[config.mk]
export PLATFORM = sky130hd
export DESIGN_NAME = depth_stream_packer_fp16
export DESIGN_NICKNAME = d
export VERILOG_FILES = /design/src/rtl/depth_stream_packer_fp16.sv
export SDC_FILE = /design/constraint.sdc
export NUM_CORES = 2
export LEC_CHECK = 0
export ABC_AREA = 1
export BUFFER_PORTS_ARGS = -buffer_cell sky130_fd_sc_hd__clkbuf_2
export CAP_MARGIN = 20
export CORE_MARGIN = 5
export CORE_UTILIZATION = 60
export CTS_BUF_LIST = sky130_fd_sc_hd__clkbuf_8
export DETAILED_ROUTE_END_ITERATION = 12
export HOLD_SLACK_MARGIN = 0.02
export PLACE_DENSITY_LB_ADDON = 0.1
export SYNTH_ARGS = -nofsm -noshare
export SYNTH_HDL_FRONTEND = slang
export SYNTH_SLANG_ARGS = --single-unit
[constraint.sdc]
create_clock -name clk_i -period 4.3 [get_ports clk_i]
set_input_delay 0.645 -clock clk_i [delete_from_list [all_inputs] [get_ports clk_i]]
set_output_delay 0.645 -clock clk_i [all_outputs]
set_load 0.01 [all_outputs]
[src/rtl/depth_stream_packer_fp16.sv]
`default_nettype none
// ============================================================================
// Module      : depth_stream_packer_fp16
// Description : Output sink for the fp16 depth pipeline. Gates depth by a
//               confidence threshold, checks raster order and buffers beats
//               in a FIFO. The FIFO drives a ready/valid stream that carries
//               start-of-frame and end-of-line markers.
// Revision    : 1.0 - initial release
// ============================================================================
module depth_stream_packer_fp16 #(
  parameter int EXP_WIDTH    = 5,
  parameter int FRAC_WIDTH   = 10,
  localparam int FP_WIDTH_REG = 1 + EXP_WIDTH + FRAC_WIDTH,
  // Image geometry has no meaningful default and must be overridden.
  parameter int IMAGE_WIDTH  = 0,
  parameter int IMAGE_HEIGHT = 0,
  parameter int FIFO_DEPTH   = 64
) (
  input  logic                      clk_i,
  input  logic                      rst_i,
  input  logic [FP_WIDTH_REG-1:0]   z_i,
  input  logic [FP_WIDTH_REG-1:0]   c_i,
  input  logic [15:0]               col_i,
  input  logic [15:0]               row_i,
  input  logic                      valid_i,
  input  logic [FP_WIDTH_REG-1:0]   c_thresh_i,
  input  logic                      clear_i,
  output logic [2*FP_WIDTH_REG-1:0] m_data_o,
  output logic                      m_valid_o,
  input  logic                      m_ready_i,
  output logic                      m_sof_o,
  output logic                      m_eol_o,
  output logic                      overflow_o,
  output logic                      order_err_o,
  output logic [15:0]               frame_count_o
);

  localparam int AW      = $clog2(FIFO_DEPTH);
  localparam int CNT_W   = AW + 1;
  localparam int ENTRY_W = 2 * FP_WIDTH_REG + 2;

  localparam logic [CNT_W-1:0] FULL_CNT = CNT_W'(FIFO_DEPTH);
  localparam logic [15:0]      LAST_COL = 16'(IMAGE_WIDTH - 1);
  localparam logic [15:0]      LAST_ROW = 16'(IMAGE_HEIGHT - 1);

  typedef enum logic [0:0] {
    ST_IDLE     = 1'b0,
    ST_IN_FRAME = 1'b1
  } state_t;

  // Raster successor of a coordinate, packed as {row, col}; wraps at frame end.
  function automatic logic [31:0] raster_succ(input logic [15:0] col,
                                              input logic [15:0] row);
    logic [15:0] nc;
    logic [15:0] nr;
    if (col >= LAST_COL) begin
      nc = 16'd0;
      nr = (row >= LAST_ROW) ? 16'd0 : row + 16'd1;
    end else begin
      nc = col + 16'd1;
      nr = row;
    end
    return {nr, nc};
  endfunction

  // --------------------------------------------------------------------------
  // Confidence gating and FIFO entry formation
  // --------------------------------------------------------------------------
  logic                    c_sign;
  logic                    c_nan;
  logic                    c_pass;
  logic [FP_WIDTH_REG-1:0] z_gated;
  logic                    beat_sof;
  logic                    beat_eol;
  logic [ENTRY_W-1:0]      wr_entry_d;

  // Raw-bit unsigned compare is ordered for non-negative non-NaN values only,
  // so negative and NaN confidences are rejected outright.
  always_comb begin
    c_sign     = c_i[FP_WIDTH_REG-1];
    c_nan      = (&c_i[FP_WIDTH_REG-2 -: EXP_WIDTH]) && (|c_i[FRAC_WIDTH-1:0]);
    c_pass     = !c_sign && !c_nan && (c_i >= c_thresh_i);
    z_gated    = c_pass ? z_i : '0;
    beat_sof   = (col_i == 16'd0) && (row_i == 16'd0);
    beat_eol   = (col_i == LAST_COL);
    wr_entry_d = {z_gated, c_i, beat_sof, beat_eol};
  end

  // --------------------------------------------------------------------------
  // FIFO: the head entry is presented directly, so an empty FIFO gives
  // one-cycle latency and a full FIFO can accept a write while it pops.
  // --------------------------------------------------------------------------
  logic [ENTRY_W-1:0] mem_q [FIFO_DEPTH];
  logic [AW-1:0]      wr_ptr_q, wr_ptr_d;
  logic [AW-1:0]      rd_ptr_q, rd_ptr_d;
  logic [CNT_W-1:0]   count_q, count_d;
  logic               full;
  logic               push;
  logic               pop;
  logic [ENTRY_W-1:0] head;

  // Push/pop decisions and pointer/occupancy next state.
  always_comb begin
    full     = (count_q == FULL_CNT);
    pop      = m_valid_o && m_ready_i;
    push     = valid_i && (!full || pop);
    wr_ptr_d = push ? wr_ptr_q + AW'(1) : wr_ptr_q;
    rd_ptr_d = pop  ? rd_ptr_q + AW'(1) : rd_ptr_q;
    case ({push, pop})
      2'b10:   count_d = count_q + CNT_W'(1);
      2'b01:   count_d = count_q - CNT_W'(1);
      default: count_d = count_q;
    endcase
  end

  // Storage array; contents are never observed while empty, so no reset.
  always_ff @(posedge clk_i) begin
    if (push) begin
      mem_q[wr_ptr_q] <= wr_entry_d;
    end
  end

  // Output stream: the head entry is forced to zero while the FIFO is empty.
  always_comb begin
    head      = mem_q[rd_ptr_q];
    m_valid_o = (count_q != '0);
    m_data_o  = m_valid_o ? head[ENTRY_W-1:2] : '0;
    m_sof_o   = m_valid_o && head[1];
    m_eol_o   = m_valid_o && head[0];
  end

  // --------------------------------------------------------------------------
  // Raster order checker and sticky status
  // --------------------------------------------------------------------------
  state_t      state_q, state_d;
  logic [15:0] exp_col_q, exp_col_d;
  logic [15:0] exp_row_q, exp_row_d;
  logic        frame_err_q, frame_err_d;
  logic        order_err_q, order_err_d;
  logic        overflow_q, overflow_d;
  logic [15:0] frame_count_q, frame_count_d;
  logic        at_origin;
  logic        at_expected;
  logic        at_last;
  logic        order_set;
  logic        frame_done;

  // Checker next state; it observes every offered beat, dropped or not.
  always_comb begin
    state_d     = state_q;
    exp_col_d   = exp_col_q;
    exp_row_d   = exp_row_q;
    frame_err_d = frame_err_q;
    order_set   = 1'b0;
    frame_done  = 1'b0;
    at_origin   = (col_i == 16'd0) && (row_i == 16'd0);
    at_expected = (col_i == exp_col_q) && (row_i == exp_row_q);
    at_last     = (col_i == LAST_COL) && (row_i == LAST_ROW);
    if (valid_i) begin
      case (state_q)
        ST_IDLE: begin
          if (at_origin) begin
            state_d                = ST_IN_FRAME;
            {exp_row_d, exp_col_d} = raster_succ(16'd0, 16'd0);
            frame_err_d            = 1'b0;
          end else begin
            order_set = 1'b1;
          end
        end
        ST_IN_FRAME: begin
          if (at_expected) begin
            if (at_last) begin
              state_d    = ST_IDLE;
              frame_done = !frame_err_q;
            end else begin
              {exp_row_d, exp_col_d} = raster_succ(col_i, row_i);
            end
          end else if (at_origin) begin
            // Premature frame start: restart tracking, but the frame that
            // begins with the error is never counted.
            order_set              = 1'b1;
            frame_err_d            = 1'b1;
            {exp_row_d, exp_col_d} = raster_succ(16'd0, 16'd0);
          end else begin
            order_set              = 1'b1;
            frame_err_d            = 1'b1;
            {exp_row_d, exp_col_d} = raster_succ(col_i, row_i);
          end
        end
        default: state_d = ST_IDLE;
      endcase
    end
  end

  // Sticky flags and frame counter; a same-cycle set beats clear.
  always_comb begin
    overflow_d    = (valid_i && !push) ? 1'b1 : (clear_i ? 1'b0 : overflow_q);
    order_err_d   = order_set ? 1'b1 : (clear_i ? 1'b0 : order_err_q);
    frame_count_d = (clear_i ? 16'd0 : frame_count_q) + {15'd0, frame_done};
  end

  assign overflow_o    = overflow_q;
  assign order_err_o   = order_err_q;
  assign frame_count_o = frame_count_q;

  // State registers for FIFO control, checker and status.
  always_ff @(posedge clk_i or negedge rst_i) begin
    if (!rst_i) begin
      wr_ptr_q      <= '0;
      rd_ptr_q      <= '0;
      count_q       <= '0;
      state_q       <= ST_IDLE;
      exp_col_q     <= '0;
      exp_row_q     <= '0;
      frame_err_q   <= 1'b0;
      order_err_q   <= 1'b0;
      overflow_q    <= 1'b0;
      frame_count_q <= '0;
    end else begin
      wr_ptr_q      <= wr_ptr_d;
      rd_ptr_q      <= rd_ptr_d;
      count_q       <= count_d;
      state_q       <= state_d;
      exp_col_q     <= exp_col_d;
      exp_row_q     <= exp_row_d;
      frame_err_q   <= frame_err_d;
      order_err_q   <= order_err_d;
      overflow_q    <= overflow_d;
      frame_count_q <= frame_count_d;
    end
  end

endmodule
`default_nettype wire

### Word-level counts from Yosys, hierarchy flattened

Memories as Yosys holds them, arrays and structs flattened.
Cells that the tools add are included.

* register bits: 71
* RAM bits: 2176
* input bits: 85
* output and inout port bits: 53
* logic and storage cells: 96
* memories kept: 1

Memory list
* mem_q: words 64, bits a word 34, read ports 1, clocked after Yosys merged registers in 0, wr ports 1, RTL line 93 `logic [ENTRY_W-1:0] mem_q [FIFO_DEPTH];`

* $add $sub $neg: 7
* magnitude comparators: 3
* equal/unequal tests: 10
* muxes and demuxes: 37
* bitwise logic cells: 1
* reductions and logical operators: 27

Operators by type and width (count)
* $mux 16: 13
* $pmux 16 s2: 2
* $add 16x1->16 const B: 2
* $eq 16x16->1: 2
* $eq 16x16->1 const B: 2
* $ge 16x16->1 const B: 2
* $logic_not 16->1: 2
* $mux 32: 1
* $mux 1: 17
* $add 16x1->16: 1
* $ge 16x16->1: 1
* $pmux 7 s2: 1
* $add 6x1->6 const B: 2
* $logic_and 1x1->1: 11
* $reduce_or 10->1: 1
* $add 7x1->7 const B: 1
* $eq 7x7->1 const B: 1
* $reduce_bool 7->1: 1
* $sub 7x1->7 const B: 1
* $pmux 1 s2: 3
* $reduce_and 3->1: 2
* $reduce_bool 2->1: 3
* $logic_not 1->1: 5
* $reduce_and 5->1: 1
* other kinds (6): 7

### Depth between registers and ports, before layout

* word-level depth: 7
* mapped depth: 20
* depth with buffers taken out: 20

### Worst setup path after synthesis

No wires, ideal clock.

* path type: input to register
* from: in c_thresh_i[15]
* to: mem mem_q[0][23] in the netlist's numbering, data pin
* library setup time: 500 ps
* arrival: 3287 ps
* required time: 3800 ps
* setup slack: 513 ps
* stages: 11
* path buffers: 1
* cells stage by stage: inv_1 ha_1 nand2_1 inv_1 nand3_1 nor3_1 nand2_1 nand3_1 nand2_1 clkbuf_1 nor2_1

* cells in the longest elaborated chain, start to end: 3

RTL lines
* start: declaration: RTL line 26 `input logic [FP_WIDTH_REG-1:0] c_thresh_i,`
* $ge 16x16->1: RTL line 82 `c_pass = !c_sign && !c_nan && (c_i >= c_thresh_i);`
* $logic_and 1x1->1: RTL line 82
* $mux 16: RTL line 83 `z_gated = c_pass ? z_i : '0;`
* named net z_gated[5]: RTL line 72 `logic [FP_WIDTH_REG-1:0] z_gated;`
* end: declaration: RTL line 93

The timed path passes the listed nets, and every way through them passes these cells.

### Worst setup path in the final report

* from: reg rd_ptr_q[3]
* to: out m_data_o[29]

* cells in the longest elaborated chain, start to end: 2

RTL lines
* start: declaration: RTL line 95 `logic [AW-1:0] rd_ptr_q, rd_ptr_d;`
* start signal: assignment: RTL line 221 `rd_ptr_q <= rd_ptr_d;`
* $mem_v2 64x34
* $mux 32: RTL line 127 `m_data_o = m_valid_o ? head[ENTRY_W-1:2] : '0;`
* end: declaration: RTL line 28 `output logic [2*FP_WIDTH_REG-1:0] m_data_o,`

Every way passes these cells.

==> impl_metrics.ini <==
[hold_path]
origin_of_the_worst_min_delay_path = col_i[7]
hold_class = primary input to flop

[timing]
timing.final.max_slew_violations = 0
rsz0062_at_grt = true
final-setup-viol-count = 12
max_clock_freq_mhz = 230
hold-worst-slack_ps = 84.9
slew_headroom_pct = 35.6
final_min_period_over_clock_period_pct = 101
timing_worst_slew_pin_value_ps = 966
clock-skew-final_ps = 69.5
layout_min_cycle_time_ps = 4350
hold_viol_final = 0
timing.final.ws_setup_ps = -51.5

[logic_synthesis]
synth_area_um2 = 92100
postSynthAreaPerCell_um2 = 12.0
yosys_register_bits = 2247
synthArstFlopShare_pct = 3.16
ys_seq_area_share_pct = 72.9
cell_count_after_synthesis = 7689
synth_nets = 7804
yosys_warnings = 0
count_of_flip_flops_with_a_built_in_enable_after_synthesis = 2176
synth_top_flop_cell = sky130_fd_sc_hd__edfxtp_1
synth.distinct_cells = 37

[worst_setup_path]
cp_max_fo = 46
path_common_cell = sky130_fd_sc_hd__buf_4
cp_data_arrival_time_ps = 3710
crit_chain = inv_6 -> buf_4 -> nand3_1 -> nand2_2 -> nand3_4 -> a21oi_4 -> buf_4 -> clkbuf_2
timing.rr.start = count_q[5]
r2r_setup_slack_ps = 910
worstSetupStartpoint = rd_ptr_q[3]
critical_path.slowest_cell = sky130_fd_sc_hd__buf_4
cp_top_family = buffers and inverters
worst-setup-path-type = flop to primary output
worst_path_largest_cell_delay_ps = 670
worst_setup_path_start_kind = flop
timing.critical_path.required_ps = 3650
cp.buffers_inverters = 4
endpoint_kind_of_the_worst_setup_timing_path = primary output

[finish]
layout_commonest_cell = sky130_fd_sc_hd__edfxtp_1
regArea_um2 = 67100
layout.cells.most_common_list = sky130_fd_sc_hd__edfxtp_1 (2176), sky130_fd_sc_hd__nor2_1 (1825), sky130_fd_sc_hd__o21ai_0 (734), sky130_fd_sc_hd__nand2_1 (586), sky130_fd_sc_hd__o21ai_1 (453)
final.fill_count = 10600
layout_area_overhead_pct = 15.5
layout.cell_area.non_filler_um2 = 106000
nets = 8206
multiInputGateArea_um2 = 23800
final_core_util_pct = 69.9
layout-drive-gt1-share_pct = 15.1

[placement]
dp.final_hpwl_mm = 150
finalWeightedCongestion = 0.887
portBuffers = 137
place_area_um2 = 96700

[clocking]
worst_setup_hold_path_clk_slew_ps = 60
root_buffer = sky130_fd_sc_hd__clkbuf_8
clkSinkCount = 2247
clock_insertion_delay_worst_skew_ps = 1050
tritoncts = yes
cts_buffers = 366
clockBufferDepth = 4
cts-htree-levels = 5

[global_routing]
antenna_found_initial = 10
first_global_vias = 60400
grt_first_pass_wirelength_mm = 404
global_route.usage.total_pct = 34.0
grt_overflow_total = 0
grt_max_degree = 76

[drt]
routed_antenna_nets = 0
via_count = 64400
drt-initial-drc-count = 9320
wire_per_inst_um = 27.3
drt_pass1_iterations = 6
detail_route.wirelength_mm = 283
route.detailed.vias_per_inst = 6.20
drt_drc_violations_left = 0

[floorplan]
die_area_um2 = 161000
die_width_um = 402
rows = 143
fp.coreArea_um2 = 152000
die_height_um = 402
initial_utilization_pct = 60.5
io_pins = 138

[job]
drv_cap = 0

[run_status]
failing_checks = negative setup slack
outcome = finished with violations

[power]
pwr_density_cell_nw_per_um2 = 679
p_leak_nw = 37.2
fin_total_pwr_mw = 72.2
ir_drop_v = 0.000490
-- worst register-to-register path, delay by kind of cell, from the launching register on --
| kind | cells | cell delay [ps] |
|---|---|---|
| flip-flops | 1 | 390 |
| buffers and inverters | 4 | 1310 |
| AND/OR/NAND/NOR | 6 | 1260 |
-- worst paths after layout --
kind / end / depth (start not counted)
min reg2reg: exp_col_q[15] / 2
max: m_data_o[29] / 8
max reg2reg: mem_q[57][0] / 10
min: exp_col_q[7] / 5
max in group asynchronous: exp_row_q[13] / 3
min in group asynchronous: exp_row_q[0] / 2
-- cell families (layout without fill, tap and decap cells) --
family,Yosys count,in the layout,share of synthesized area [%]
buf+inv,638,1299,3.10
xor+xnor,64,64,0.609
flops,2247,2247,72.9
compound gates,1705,1705,10.1
simple gates,3005,3005,12.9
other cells,0,10,0
fa+ha+maj,30,30,0.416
-- report_power, final --
part | switching (mW) | total, mW | internal (mW) | leakage, nW
combinational | 20.2 | 30.2 | 9.96 | 12.7
clock | 8.21 | 16.7 | 8.46 | 3.76
sequential | 0.388 | 25.4 | 25.0 | 20.7
-- per-stage QoR --
stage | cells | setup TNS [ps] | setup WS, ps
after floorplan | 7689 | 0 | 513
after global placement | 9662 | 0 | 349
after detailed placement | 9662 | 0 | 420
after CTS | 10300 | -336 | -42.1
after global routing | 10400 | -1730 | -96.1
final | 10400 | -248 | -51.5
-- state kept, by name, summed over array words and instances, names as in the netlist, 6 cells and up --
register / flops
mem_q: 2176
exp_col_q: 16
exp_row_q: 16
frame_count_o: 16
count_q: 7
rd_ptr_q: 6
wr_ptr_q: 6
-- metal layers --
layer | GRT usage, % | routed length [um] | vias up
li1 | - | - | 28300
met1 | 48.2 | 106000 | 31300
met2 | 51.8 | 129000 | 4223
met3 | 8.46 | 37600 | 597
met4 | 12.7 | 10500 | 4
met5 | 0 | 25 | -
-- synthesized netlist by cell type (2+ instances only) --
library cell	n	share of area, %
sky130_fd_sc_hd__or2_2	35	0.24
sky130_fd_sc_hd__o211ai_1	273	2.2
sky130_fd_sc_hd__o22ai_1	34	0.23
sky130_fd_sc_hd__a31oi_1	4	0.027
sky130_fd_sc_hd__edfxtp_1	2176	71
sky130_fd_sc_hd__nand3_1	322	1.7
sky130_fd_sc_hd__o21ai_0	738	4.0
sky130_fd_sc_hd__nand2_1	652	2.7
sky130_fd_sc_hd__ha_1	29	0.39
sky130_fd_sc_hd__nand2_2	2	0.014
sky130_fd_sc_hd__nand4_1	27	0.18
sky130_fd_sc_hd__o21ai_1	449	2.4
sky130_fd_sc_hd__buf_1	79	0.32
sky130_fd_sc_hd__nor2_1	1933	7.9
sky130_fd_sc_hd__nor4_1	4	0.027
sky130_fd_sc_hd__dfrtp_1	71	1.9
sky130_fd_sc_hd__a21oi_1	204	1.1
sky130_fd_sc_hd__xnor2_1	28	0.27
sky130_fd_sc_hd__xor2_1	36	0.34
sky130_fd_sc_hd__buf_2	37	0.20
sky130_fd_sc_hd__buf_6	26	0.32
sky130_fd_sc_hd__and2_1	2	0.014
sky130_fd_sc_hd__nor3_1	24	0.13
sky130_fd_sc_hd__inv_1	150	0.61
sky130_fd_sc_hd__buf_4	55	0.45
sky130_fd_sc_hd__inv_2	6	0.024
sky130_fd_sc_hd__clkbuf_1	280	1.1
sky130_fd_sc_hd__clkinv_1	4	0.016
-- layout make-up --
cell class                 instances  share of cell area (%)
timing repair inverter             1                  0.0153
antenna                           10                  0.0235
multi-input combinational       4804                    22.3
timing repair buffer             511                    5.55
clock buffer                     386                    4.99
sequential                      2247                    63.1
inverter                         160                   0.604
tap                             2030                    2.39
clock inverter                   241                   0.995
-- repair_timing --
| item | 4_1_cts | 5_1_grt |
|---|---|---|
| setup endpoints to repair | 34 | 34 |
| setup buffers | 16 | 17 |
| endpoints found under the hold margin | 58 | 0 |
| gates resized for setup | 207 | 151 |
| pin swaps | 24 | 40 |
| gates cloned | 29 | 20 |
| hold buffers | 9 | 0 |
Power figures use the tool's default switching activity.
